<file path="config.mk">
export PLATFORM = sky130hd
export DESIGN_NAME = sysio_axi_arb
export DESIGN_NICKNAME = d
export VERILOG_FILES = /design/src/rtl/sysio_axi_arb_pkg.sv /design/src/rtl/sysio_axi_arb_rr_arb2.sv /design/src/rtl/sysio_axi_arb.sv
export SDC_FILE = /design/constraint.sdc
export NUM_CORES = 1
export LEC_CHECK = 0
export CAP_MARGIN = 40
export CORE_AREA = 2 2 164 166
export DETAILED_ROUTE_END_ITERATION = 10
export DIE_AREA = 0 0 166 168
export MAX_ROUTING_LAYER = met4
export PLACE_DENSITY_LB_ADDON = 0.2
export SYNTH_ARGS = -nofsm -noshare
export SYNTH_HDL_FRONTEND = slang
export SYNTH_HIERARCHICAL = 1
export SYNTH_SLANG_ARGS = --single-unit
export TNS_END_PERCENT = 10
</file>
<file path="constraint.sdc">
create_clock -name clk -period 1.9 [get_ports clk]
set_input_delay 0.38 -clock clk [delete_from_list [all_inputs] [get_ports clk]]
set_output_delay 0.38 -clock clk [all_outputs]
set_load 0.005 [all_outputs]
</file>
<file path="src/rtl/sysio_axi_arb_pkg.sv">
// Shared constants for the sysio AXI4-Lite 2:1 arbiter: read FSM encoding,
// master indices and default bus widths.
package sysio_axi_arb_pkg;

    typedef enum logic {
        R_IDLE = 1'b0,
        R_BUSY = 1'b1
    } rd_state_e;

    localparam logic M_CORE = 1'b0;
    localparam logic M_DBG  = 1'b1;

    localparam int MEM_ADDR_W = 32;
    localparam int MEM_DATA_W = 32;

    // One-hot grant to master index; an empty grant reads as M_CORE.
    function automatic logic gnt_idx(input logic [1:0] gnt);
        return gnt[1] ? M_DBG : M_CORE;
    endfunction

endpackage

</file>
<file path="src/rtl/sysio_axi_arb_rr_arb2.sv">
// Two-way pick: a lone requester always wins; on a tie the master that did not
// win last time goes, unless fix_prio pins the tie to the core port.
module rr_arb2
    import sysio_axi_arb_pkg::*;
(
    input  logic [1:0] req,
    input  logic       last,
    input  logic       fix_prio,
    output logic [1:0] gnt
);

    logic tie_win;

    always_comb begin
        tie_win = (fix_prio || (last == M_DBG)) ? M_CORE : M_DBG;
        gnt     = 2'b00;
        case (req)
            2'b01:   gnt = 2'b01;
            2'b10:   gnt = 2'b10;
            2'b11:   gnt = (tie_win == M_DBG) ? 2'b10 : 2'b01;
            default: gnt = 2'b00;
        endcase
    end

endmodule

</file>
<file path="src/rtl/sysio_axi_arb.sv">
// 2-master to 1-slave AXI4-Lite arbiter for the sysio bus. Writes are granted
// combinationally (AW+W together, no B); reads allow one transaction in flight.
module sysio_axi_arb
    import sysio_axi_arb_pkg::*;
#(
    parameter int AW       = MEM_ADDR_W,
    parameter int DW       = MEM_DATA_W,
    parameter bit FIX_PRIO = 1'b0
) (
    input  logic          clk,
    input  logic          rst,
    input  logic [AW-1:0] m0_awaddr,
    input  logic          m0_awvalid,
    output logic          m0_awready,
    input  logic [DW-1:0] m0_wdata,
    input  logic [3:0]    m0_wstrb,
    input  logic          m0_wvalid,
    output logic          m0_wready,
    input  logic [AW-1:0] m0_araddr,
    input  logic          m0_arvalid,
    output logic          m0_arready,
    output logic [DW-1:0] m0_rdata,
    output logic          m0_rvalid,
    input  logic          m0_rready,
    input  logic [AW-1:0] m1_awaddr,
    input  logic          m1_awvalid,
    output logic          m1_awready,
    input  logic [DW-1:0] m1_wdata,
    input  logic [3:0]    m1_wstrb,
    input  logic          m1_wvalid,
    output logic          m1_wready,
    input  logic [AW-1:0] m1_araddr,
    input  logic          m1_arvalid,
    output logic          m1_arready,
    output logic [DW-1:0] m1_rdata,
    output logic          m1_rvalid,
    input  logic          m1_rready,
    output logic [AW-1:0] s_awaddr,
    output logic          s_awvalid,
    input  logic          s_awready,
    output logic [DW-1:0] s_wdata,
    output logic [3:0]    s_wstrb,
    output logic          s_wvalid,
    input  logic          s_wready,
    output logic [AW-1:0] s_araddr,
    output logic          s_arvalid,
    input  logic          s_arready,
    input  logic [DW-1:0] s_rdata,
    input  logic          s_rvalid,
    output logic          s_rready
);

    logic [1:0] wr_req, wr_gnt, rd_req, rd_gnt;
    logic       wr_sel, rd_sel, rd_idle, live;
    logic       wr_last_q, wr_last_d;
    logic       rd_last_q, rd_last_d;
    logic       rd_owner_q, rd_owner_d;
    rd_state_e  rd_state_q, rd_state_d;

    // Handshake outputs are held low during reset regardless of inputs.
    assign live    = !rst;
    assign wr_req  = {m1_awvalid & m1_wvalid, m0_awvalid & m0_wvalid};
    assign rd_req  = {m1_arvalid, m0_arvalid};
    assign wr_sel  = gnt_idx(wr_gnt);
    assign rd_sel  = gnt_idx(rd_gnt);
    assign rd_idle = (rd_state_q == R_IDLE);

    rr_arb2 u_wr_arb (.req(wr_req), .last(wr_last_q), .fix_prio(FIX_PRIO), .gnt(wr_gnt));
    rr_arb2 u_rd_arb (.req(rd_req), .last(rd_last_q), .fix_prio(FIX_PRIO), .gnt(rd_gnt));

    always_comb begin
        s_awaddr   = (wr_sel == M_DBG) ? m1_awaddr : m0_awaddr;
        s_wdata    = (wr_sel == M_DBG) ? m1_wdata  : m0_wdata;
        s_wstrb    = (wr_sel == M_DBG) ? m1_wstrb  : m0_wstrb;
        s_awvalid  = live & (|wr_gnt);
        s_wvalid   = live & (|wr_gnt);
        m0_awready = live & wr_gnt[0] & s_awready;
        m0_wready  = live & wr_gnt[0] & s_wready;
        m1_awready = live & wr_gnt[1] & s_awready;
        m1_wready  = live & wr_gnt[1] & s_wready;
        wr_last_d  = wr_last_q;
        if (s_awvalid && s_awready)
            wr_last_d = wr_sel;
    end

    always_comb begin
        s_araddr   = (rd_sel == M_DBG) ? m1_araddr : m0_araddr;
        s_arvalid  = live & rd_idle & (|rd_gnt);
        m0_arready = live & rd_idle & rd_gnt[0] & s_arready;
        m1_arready = live & rd_idle & rd_gnt[1] & s_arready;
        m0_rvalid  = live & !rd_idle & (rd_owner_q == M_CORE) & s_rvalid;
        m1_rvalid  = live & !rd_idle & (rd_owner_q == M_DBG)  & s_rvalid;
        m0_rdata   = (rd_owner_q == M_CORE) ? s_rdata : '0;
        m1_rdata   = (rd_owner_q == M_DBG)  ? s_rdata : '0;
        s_rready   = live & !rd_idle & ((rd_owner_q == M_DBG) ? m1_rready : m0_rready);
        rd_state_d = rd_state_q;
        rd_owner_d = rd_owner_q;
        rd_last_d  = rd_last_q;
        case (rd_state_q)
            R_IDLE: if (s_arvalid && s_arready) begin
                rd_owner_d = rd_sel;
                rd_last_d  = rd_sel;
                rd_state_d = R_BUSY;
            end
            // Return to idle only; the next AR waits one cycle by design.
            R_BUSY: if (s_rvalid && s_rready)
                rd_state_d = R_IDLE;
            default: rd_state_d = R_IDLE;
        endcase
    end

    always_ff @(posedge clk) begin
        if (rst) begin
            wr_last_q  <= M_DBG;
            rd_last_q  <= M_DBG;
            rd_owner_q <= M_CORE;
            rd_state_q <= R_IDLE;
        end else begin
            wr_last_q  <= wr_last_d;
            rd_last_q  <= rd_last_d;
            rd_owner_q <= rd_owner_d;
            rd_state_q <= rd_state_d;
        end
    end

endmodule

</file>
After elaboration in Yosys (flattened, before gate mapping)
Index checks and enable logic that the tools add are counted.
Widths: inputs -> output; s select.

storage, ports and cells
  register bits = 4
  input bits = 246
  output and inout bits = 176
  word-level logic and storage cells = 56

operators by class
  equality and inequality tests = 6
  muxes and demuxes = 16
  bitwise logic cells = 23
  reduce and logical (&&, ||, !) cells = 7

operators by type and width
  cell                number
  $mux 32             5
  $and 1x1->1         21
  $pmux 2 s3          2
  $eq 2x2->1 const B  4
  $mux 1              5
  $eq 2x1->1 const B  2
  $mux 2              2
  $mux 4              1
  $reduce_or 2->1     2
  $logic_and 1x1->1   3
  $not 1->1           2
  $pmux 1 s2          1
  $reduce_and 2->1    1
  $logic_not 1->1     1

Depth between registers and ports, before layout
Gate-level depths: netlist (run 1).

  depth in word-level cells = 7
  mapped depth = 8
  gate-level depth less buffers = 6

By module
Netlist (run 1), hierarchy kept.

modules (own cells, without submodules)
  module         instances  cells an instance  area each (um2)
  sysio_axi_arb  1          218                1,975.6
  rr_arb2        2          4                  22.5

Worst setup path before layout (run 1)
Ideal clock, no wire load.

  path type = input-to-output
  start = input m0_awvalid
  end = output s_awaddr[0]
  arrival time = 1,338 ps
  slack = 182 ps
  stages on the path = 6
  buffers on the path = 2
  path through = and2_1 o21ai_1 and2_1 buf_4 buf_6 mux2_2

on the way
  cells in the longest elaborated chain, start to end = 5

RTL lines
  element                                          RTL line                     RTL
  from (decl)                                      sysio_axi_arb.sv:13          input logic m0_awvalid,
  $and 1x1->1 (*)                                  sysio_axi_arb.sv:62          assign wr_req = {m1_awvalid & m1_wvalid, m0_awvalid & m0_wvalid};
  $eq 2x2->1 / $eq 2x1->1 (equally long branches)  sysio_axi_arb_rr_arb2.sv:17  case (req)
  $pmux 2 s3 (*)                                   sysio_axi_arb_rr_arb2.sv:17
  via wr_gnt[1]                                    sysio_axi_arb.sv:53          logic [1:0] wr_req, wr_gnt, rd_req, rd_gnt;
  $mux 1 (*)                                       sysio_axi_arb_pkg.sv:18      return gnt[1] ? M_DBG : M_CORE;
  $mux 32 (*)                                      sysio_axi_arb.sv:72          s_awaddr = (wr_sel == M_DBG) ? m1_awaddr : m0_awaddr;
  to (decl)                                        sysio_axi_arb.sv:38          output logic [AW-1:0] s_awaddr,

The timed path passes the listed nets; every way through them passes the cells marked *.

Final worst setup path (run 1)
  start = input m0_awvalid
  end = output s_wdata[20]

on the way
  cells in the longest elaborated chain, start to end = 5

RTL lines
  element                                          RTL line                     RTL
  $and 1x1->1 (*)                                  sysio_axi_arb.sv:62
  via wr_req[0]                                    sysio_axi_arb.sv:53
  $eq 2x2->1 / $eq 2x1->1 (equally long branches)  sysio_axi_arb_rr_arb2.sv:17
  $pmux 2 s3 (*)                                   sysio_axi_arb_rr_arb2.sv:17
  via wr_gnt[1]                                    sysio_axi_arb.sv:53
  $mux 1 (*)                                       sysio_axi_arb_pkg.sv:18
  $mux 32 (*)                                      sysio_axi_arb.sv:73          s_wdata = (wr_sel == M_DBG) ? m1_wdata : m0_wdata;
  to (decl)                                        sysio_axi_arb.sv:41          output logic [DW-1:0] s_wdata,

Marked as above.

==> results of run 1 <==
[cells by family after synthesis]
kind of cell           count (synthesis)  synth area share [%]
muxes                                101                  56.2
other                                  1                 0.186
and+or+nand+nor                       87                  27.4
buffers and inverters                 24                  9.35
AOI/OAI and AO/OA                      9                  2.91
DFF                                    4                  3.96
[synthesized netlist by cell type]
cell	n	area share, %
a211o_1	1	0.43
a21bo_2	1	0.50
a21boi_1	2	0.74
a21oi_1	1	0.25
and2_1	36	11
and2b_2	1	0.43
and3_1	1	0.31
and3b_2	4	2.0
and4bb_4	1	0.81
buf_2	4	0.99
buf_4	3	1.1
buf_6	11	6.1
clkbuf_1	3	0.56
conb_1	1	0.19
dfxtp_1	4	4.0
inv_1	3	0.56
mux2_2	100	56
mux2i_1	1	0.50
nand2_1	1	0.19
nand4bb_1	1	0.56
nor2_1	8	1.5
nor2b_1	33	10
nor3_1	1	0.25
o21ai_0	2	0.50
o21ai_1	2	0.50
[worst reg2reg max path, stage by stage, from the launching register on]
cell	delay, ns
dfxtp_2	0.33
o21ai_2	0.05
and2_4	0.22
buf_12	0.16
buf_16	0.14
and3b_2	0.22
buf_4	0.13
nor2_1	0.11
o21ai_0	0.10
[registers in the layout, indices dropped and copies added (netlist names)]
register,cells
rd_last_q,1
rd_owner_q,1
rd_state_q,1
wr_last_q,1
[what timing repair did]
action	4_1_cts	5_1_grt
pin swaps	8	5
endpoints found under the setup margin	124	144
cloned	10	0
buffers inserted	26	7
hold buffers	0	0
gates resized for setup	537	119
[report_power, final]
group | internal, mW | switching [mW]
combinational | 1.19 | 0.482
sequential | 0.0889 | 0.00518
clock | 0.269 | 0.0618
[stage by stage]
step	total power [mW]	instance area [sq um]	worst slack (ns)
final	2.10	7650	-0.171
after global routing	2.22	7650	-0.216
after CTS	2.11	7530	-0.268
after detailed placement	1.54	6680	-0.819
after global placement	1.56	6680	-0.852
after floorplan	0.471	2030	0.182
[metal layers]
metal | vias up | GRT usage (%)
met3 | 6 | 2.37
met2 | 246 | 23.1
met5 | - | -
met1 | 1613 | 13.2
li1 | 1706 | -
met4 | 0 | 2.16
[cell usage in the layout (no fill, tap or decap), types with 4 or more instances in the layout]
cell	Yosys	layout
clkdlybuf4s50_1	0	265
mux2_4	0	89
buf_6	11	84
nor2b_1	33	33
and2_1	36	32
clkbuf_2	0	27
dlymetal6s2s_1	0	26
buf_4	3	21
dlygate4sd2_1	0	17
buf_12	0	12
mux2_2	100	11
buf_2	4	11
nor2_1	8	6
buf_16	0	6
clkdlybuf4s15_1	0	5
and2_4	0	4
and3b_2	4	4
conb_1	1	4
[final cells by class]
class | count | area, sq um
well taps | 341 | 427
inverters | 3 | 11.3
repair buffers | 477 | 4920
diodes | 2 | 5.00
multi-input cells | 201 | 2130
flip-flops and latches | 4 | 86.3
fillers | 2802 | 18700
clock buffers | 3 | 75.1
[worst paths after layout]
check / end / slack, ns / cells after the start
max: s_wdata[20] / -0.17 / 8
min: wr_last_q / 0.48 / 2
max reg2reg: wr_last_q / 0.32 / 8
min reg2reg: wr_last_q / 0.48 / 2
==> results.py, run 1 <==
metrics = {
    "run_status": {
        "status": "finished, violations left",
        "violations": "setup timing",
    },
    "global_routing": {
        "track_usage_pct": 12.2,
        "grt_pass1_vias": 4026,
        "antenna_found_initial": 1,
        "grt_max_degree": 37,
        "grt_pass1_wl_um": 24900,
        "grt_overflow": 0,
    },
    "synth": {
        "synth_cell_types": 25,
        "synth_seq_cells": 4,
        "netlist_area_sq_um": 2020,
        "synthCells": 226,
        "syn_area_per_cell_sq_um": 8.94,
        "yosys_warnings": 6,
        "yosysSeqAreaShare_pct": 3.96,
    },
    "critical_path": {
        "max_stage_delay_ns": 0.32,
        "path_delay_family": "buffers and inverters",
        "crit_slowest_cell": "mux2_4",
        "start_kind": "primary input",
        "regToRegStartpoint": "wr_last_q",
        "cp-end-kind": "output pin",
        "worst-setup-path-type": "primary input to output pin",
        "cp-startpoint": "m0_awvalid",
        "cp_max_fo": 8,
        "crit_path_cell_trace": "buf_6 > and2_4 > o21ai_2 > and2_4 > buf_12 > buf_12 > mux2_4 > buf_6",
        "critPathBufInv": 4,
        "arrival_ns": 1.69,
        "required_ns": 1.52,
    },
    "die": {
        "boundaryPins": 422,
        "fp.dieW_um": 166,
        "fp-row-count": 60,
        "core_sq_um": 26400,
        "die_y_um": 168,
        "start_util_pct": 7.67,
        "die_area_sq_um": 27900,
    },
    "clock_tree": {
        "clkTransAtPathRegs_ns": 0.03,
        "cts_tree": "done",
        "clk_latency_ns": 0.22,
        "cts.sinks": 4,
        "cts_made_buffers": 3,
        "h-tree-depth": 1,
        "root_buffer": "clkbuf_16",
        "cts_max_path_buffers": 2,
    },
    "final_layout": {
        "drive_gt1_share_pct": 41.7,
        "nets": 936,
        "instances_no_fill": 1031,
        "fin_util_pct": 29.0,
        "syn_to_final_growth_pct": 279,
    },
    "place": {
        "gp_congestion": 0.703,
        "io_buffers": 421,
        "post-place-cells": 987,
        "hpwl_um": 14100,
    },
    "sta": {
        "timing.final.ws_setup_ns": -0.171,
        "fmax_mhz": 483,
        "finalSetupViolations": 91,
        "slew_violations": 0,
        "hold_viol": 0,
        "rsz0062_at_grt": "yes",
        "post-route-period-util_pct": 109,
        "tns_ns": -9.54,
        "timing.hold.ws_ns": 0.483,
        "fin_crit_ns": 2.07,
        "finClkSkew_ns": 0.00163,
    },
    "detailed_routing": {
        "routed.top_layer": "met4",
        "wl_met1_um": 6960,
        "drt_iter0_drc": 83,
        "wl_met2_um": 9440,
        "drtAntennaViolNets": 0,
        "wl_met3_um": 1210,
        "num_vias": 3571,
        "drtPass1Iterations": 4,
        "via_per_inst": 3.46,
        "wire_per_inst_um": 17.3,
        "drc": 0,
        "wirelength_um": 17800,
    },
    "hold_path": {
        "worstHoldStart": "wr_last_q",
        "hp-class": "register to register",
    },
    "flow_run": {
        "max_cap_viol_count": 0,
    },
    "power": {
        "power.density_nw_per_um2": 275,
        "peakVddDrop_v": 0.000150,
        "p_leak_nw": 3.61,
    },
}
No activity file was read; power rests on OpenSTA's default activity.
==> run 2: changes to the inputs <==
--- a/config.mk
+++ b/config.mk
@@ -9,6 +9,7 @@
 export CORE_AREA = 2 2 164 166
 export DETAILED_ROUTE_END_ITERATION = 10
 export DIE_AREA = 0 0 166 168
+export GPL_TIMING_DRIVEN = 0
 export MAX_ROUTING_LAYER = met4
 export PLACE_DENSITY_LB_ADDON = 0.2
 export SYNTH_ARGS = -nofsm -noshare
==> run 2 against run 1 <==
Compared with the run above: the flow still finishes with violations (setup timing); register-to-register slack worse by 0.02 ns; die area stayed put; critical path depth is 2 higher; final area is 0.49% higher; first-iteration DRC count is 23% lower; sequential power hardly changed; maximum frequency is 4.6% lower; total power hardly changed; largest power group unchanged; sequential share of layout area hardly changed; non-clock buffer count is 2 lower; via count is 0.59% lower.
==> results.py, run 2 (same netlist as run 1, synthesis figures left out) <==
metrics = {
    "power": {
        "power_frac_seq_pct": 4.5,
        "power.density_nw_per_um2": 273,
        "power.total_mw": 2.10,
        "switchingPower_uw": 542,
        "power_frac_comb_pct": 79.9,
        "p_leak_nw": 3.73,
        "peakVddDrop_v": 0.000229,
        "swShare_pct": 25.8,
        "p_int_mw": 1.56,
        "clock_power_share_pct": 15.6,
    },
    "die": {
        "die_area_sq_um": 27900,
        "core_sq_um": 26400,
        "fp-row-count": 60,
        "start_util_pct": 7.67,
        "fp.dieW_um": 166,
        "boundaryPins": 422,
        "die_y_um": 168,
    },
    "critical_path": {
        "r2r-end": "rd_last_q",
        "crit_slowest_cell": "mux2_4",
        "r2r_cells": 8,
        "reg2reg_slack_ns": 0.30,
        "regToRegStartpoint": "rd_last_q",
        "required_ns": 1.52,
        "crit_path_cell_trace": "clkdlybuf4s15_2 > o21ai_1 > and2_1 > buf_6 > buf_12 > buf_12 > buf_8 > buf_6 > mux2_4 > buf_6",
        "start_kind": "primary input",
        "cpMostUsedCell": "buf_6",
        "arrival_ns": 1.79,
        "worst-setup-path-type": "primary input to output pin",
        "max_stage_delay_ns": 0.32,
        "cp-end-kind": "output pin",
        "cp_max_fo": 5,
    },
    "clock_tree": {
        "cts_max_path_buffers": 2,
        "clk_latency_ns": 0.22,
        "root_buffer": "clkbuf_16",
        "clkTransAtPathRegs_ns": 0.03,
        "cts.sinks": 4,
        "cts_tree": "done",
        "cts_made_buffers": 3,
        "h-tree-depth": 1,
    },
    "final_layout": {
        "antenna_cells": 0,
        "nets": 934,
        "final_cell_mix": "clkdlybuf4s50_1, mux2_4, buf_6, nor2b_1, and2_1",
        "final_common_cell": "clkdlybuf4s50_1",
        "instances_no_fill": 1027,
        "final_area_sq_um": 7690,
        "drive_gt1_share_pct": 42.1,
        "syn_to_final_growth_pct": 281,
        "fill_cells": 2841,
        "fin_util_pct": 29.2,
    },
    "place": {
        "post-place-cells": 991,
        "placed_area_sq_um": 6670,
        "hpwl_um": 14100,
        "gp_congestion": 0.743,
        "io_buffers": 421,
    },
    "sta": {
        "post-route-period-util_pct": 114,
        "tns_ns": -9.38,
        "finalSetupViolations": 93,
        "finClkSkew_ns": 0.000709,
        "fmax_mhz": 461,
        "rsz0062_at_grt": "yes",
        "slew_violations": 0,
        "timing.final.ws_setup_ns": -0.270,
        "fin_crit_ns": 2.17,
        "hold_viol": 0,
    },
    "global_routing": {
        "grt_pass1_vias": 3936,
        "grt_overflow": 0,
        "grt_pass1_wl_um": 24000,
        "antenna_found_initial": 0,
        "grt_max_degree": 11,
        "track_usage_pct": 11.7,
    },
    "detailed_routing": {
        "wirelength_um": 17200,
        "drt_iter0_drc": 64,
        "wire_per_inst_um": 16.7,
        "drtPass1Iterations": 4,
        "num_vias": 3550,
        "via_per_inst": 3.46,
        "drc": 0,
        "drtAntennaViolNets": 0,
    },
    "flow_run": {
        "max_cap_viol_count": 0,
    },
    "hold_path": {
        "hp-class": "register to register",
        "hold-path-endpoint": "wr_last_q",
        "hold_depth": 2,
        "worstHoldStart": "wr_last_q",
    },
    "run_status": {
        "status": "finished, violations left",
        "violations": "setup timing",
    },
}
run 2: area by class of cell:
class,count,area (sq um),area share (%)
Multi-Input combinational cell,201,2120,27.6
Tap cell,341,427,5.55
Sequential cell,4,86.3,1.12
Timing Repair Buffer,456,4730,61.4
Inverter,3,11.3,0.146
Clock buffer,3,75.1,0.976
Buffer,19,244,3.17
run 2: power by group through the flow:
stage,Clock [mW],Sequential (mW),Combinational (mW)
after floorplan,0,0.0934,0.378
after global placement,0,0.0952,1.46
after detailed placement,0,0.0954,1.45
after CTS,0.340,0.0940,1.67
after global routing,0.350,0.0951,1.77
final,0.328,0.0938,1.68
run 2: critical path: cells and delay by family:
kind | cells | cell delay, ns
buffers and inverters | 7 | 0.91
AND/OR/NAND/NOR | 1 | 0.14
multiplexers | 1 | 0.32
AO/OA/AOI/OAI | 1 | 0.05
run 2: timing repair:
item / in CTS / in global routing
endpoints found under the hold margin: 0 / 0
gates resized for setup: 579 / 112
pin swaps: 9 / 3
hold buffers: 0 / 0
cloned: 9 / 0
setup endpoints to repair: 171 / 137
setup buffers: 24 / 4
run 2: worst max path at each step:
| stage | from | to | cells after the start |
|---|---|---|---|
| after global placement | m0_awvalid | s_wstrb[3] | 8 |
| final | m0_arvalid | s_araddr[21] | 10 |
| after detailed placement | m0_awvalid | s_wstrb[3] | 8 |
| after floorplan | m0_awvalid | s_awaddr[0] | 6 |
| after global routing | rd_last_q | s_araddr[21] | 9 |
| after CTS | m1_wvalid | s_awaddr[25] | 10 |
run 2: metrics by stage:
stage,setup slack [ns],hold WS (ns)
floorplan,0.182,0.455
CTS,-0.313,0.497
global route,-0.315,0.507
finish,-0.270,0.491
detailed placement,-0.895,0.511
global placement,-0.873,0.499
run 2: metal layers:
metal / wire [um] / part of all wire [%] / GRT usage (%)
met1: 6460 / 38 / 12.3
met2: 9190 / 53 / 22.5
met3: 1470 / 8.6 / 3.17
met4: 57 / 0.33 / 1.13
met5: 0 / 0 / -
==> run 3: changes to the inputs <==
--- a/config.mk
+++ b/config.mk
@@ -9,7 +9,7 @@
 export CORE_AREA = 2 2 164 166
 export DETAILED_ROUTE_END_ITERATION = 10
 export DIE_AREA = 0 0 166 168
-export GPL_TIMING_DRIVEN = 0
+export GPL_TIMING_DRIVEN = 1
 export MAX_ROUTING_LAYER = met4
 export PLACE_DENSITY_LB_ADDON = 0.2
 export SYNTH_ARGS = -nofsm -noshare
==> results of run 3 <==
No change in the layout: final DEF, timing and power equal those of run 1.
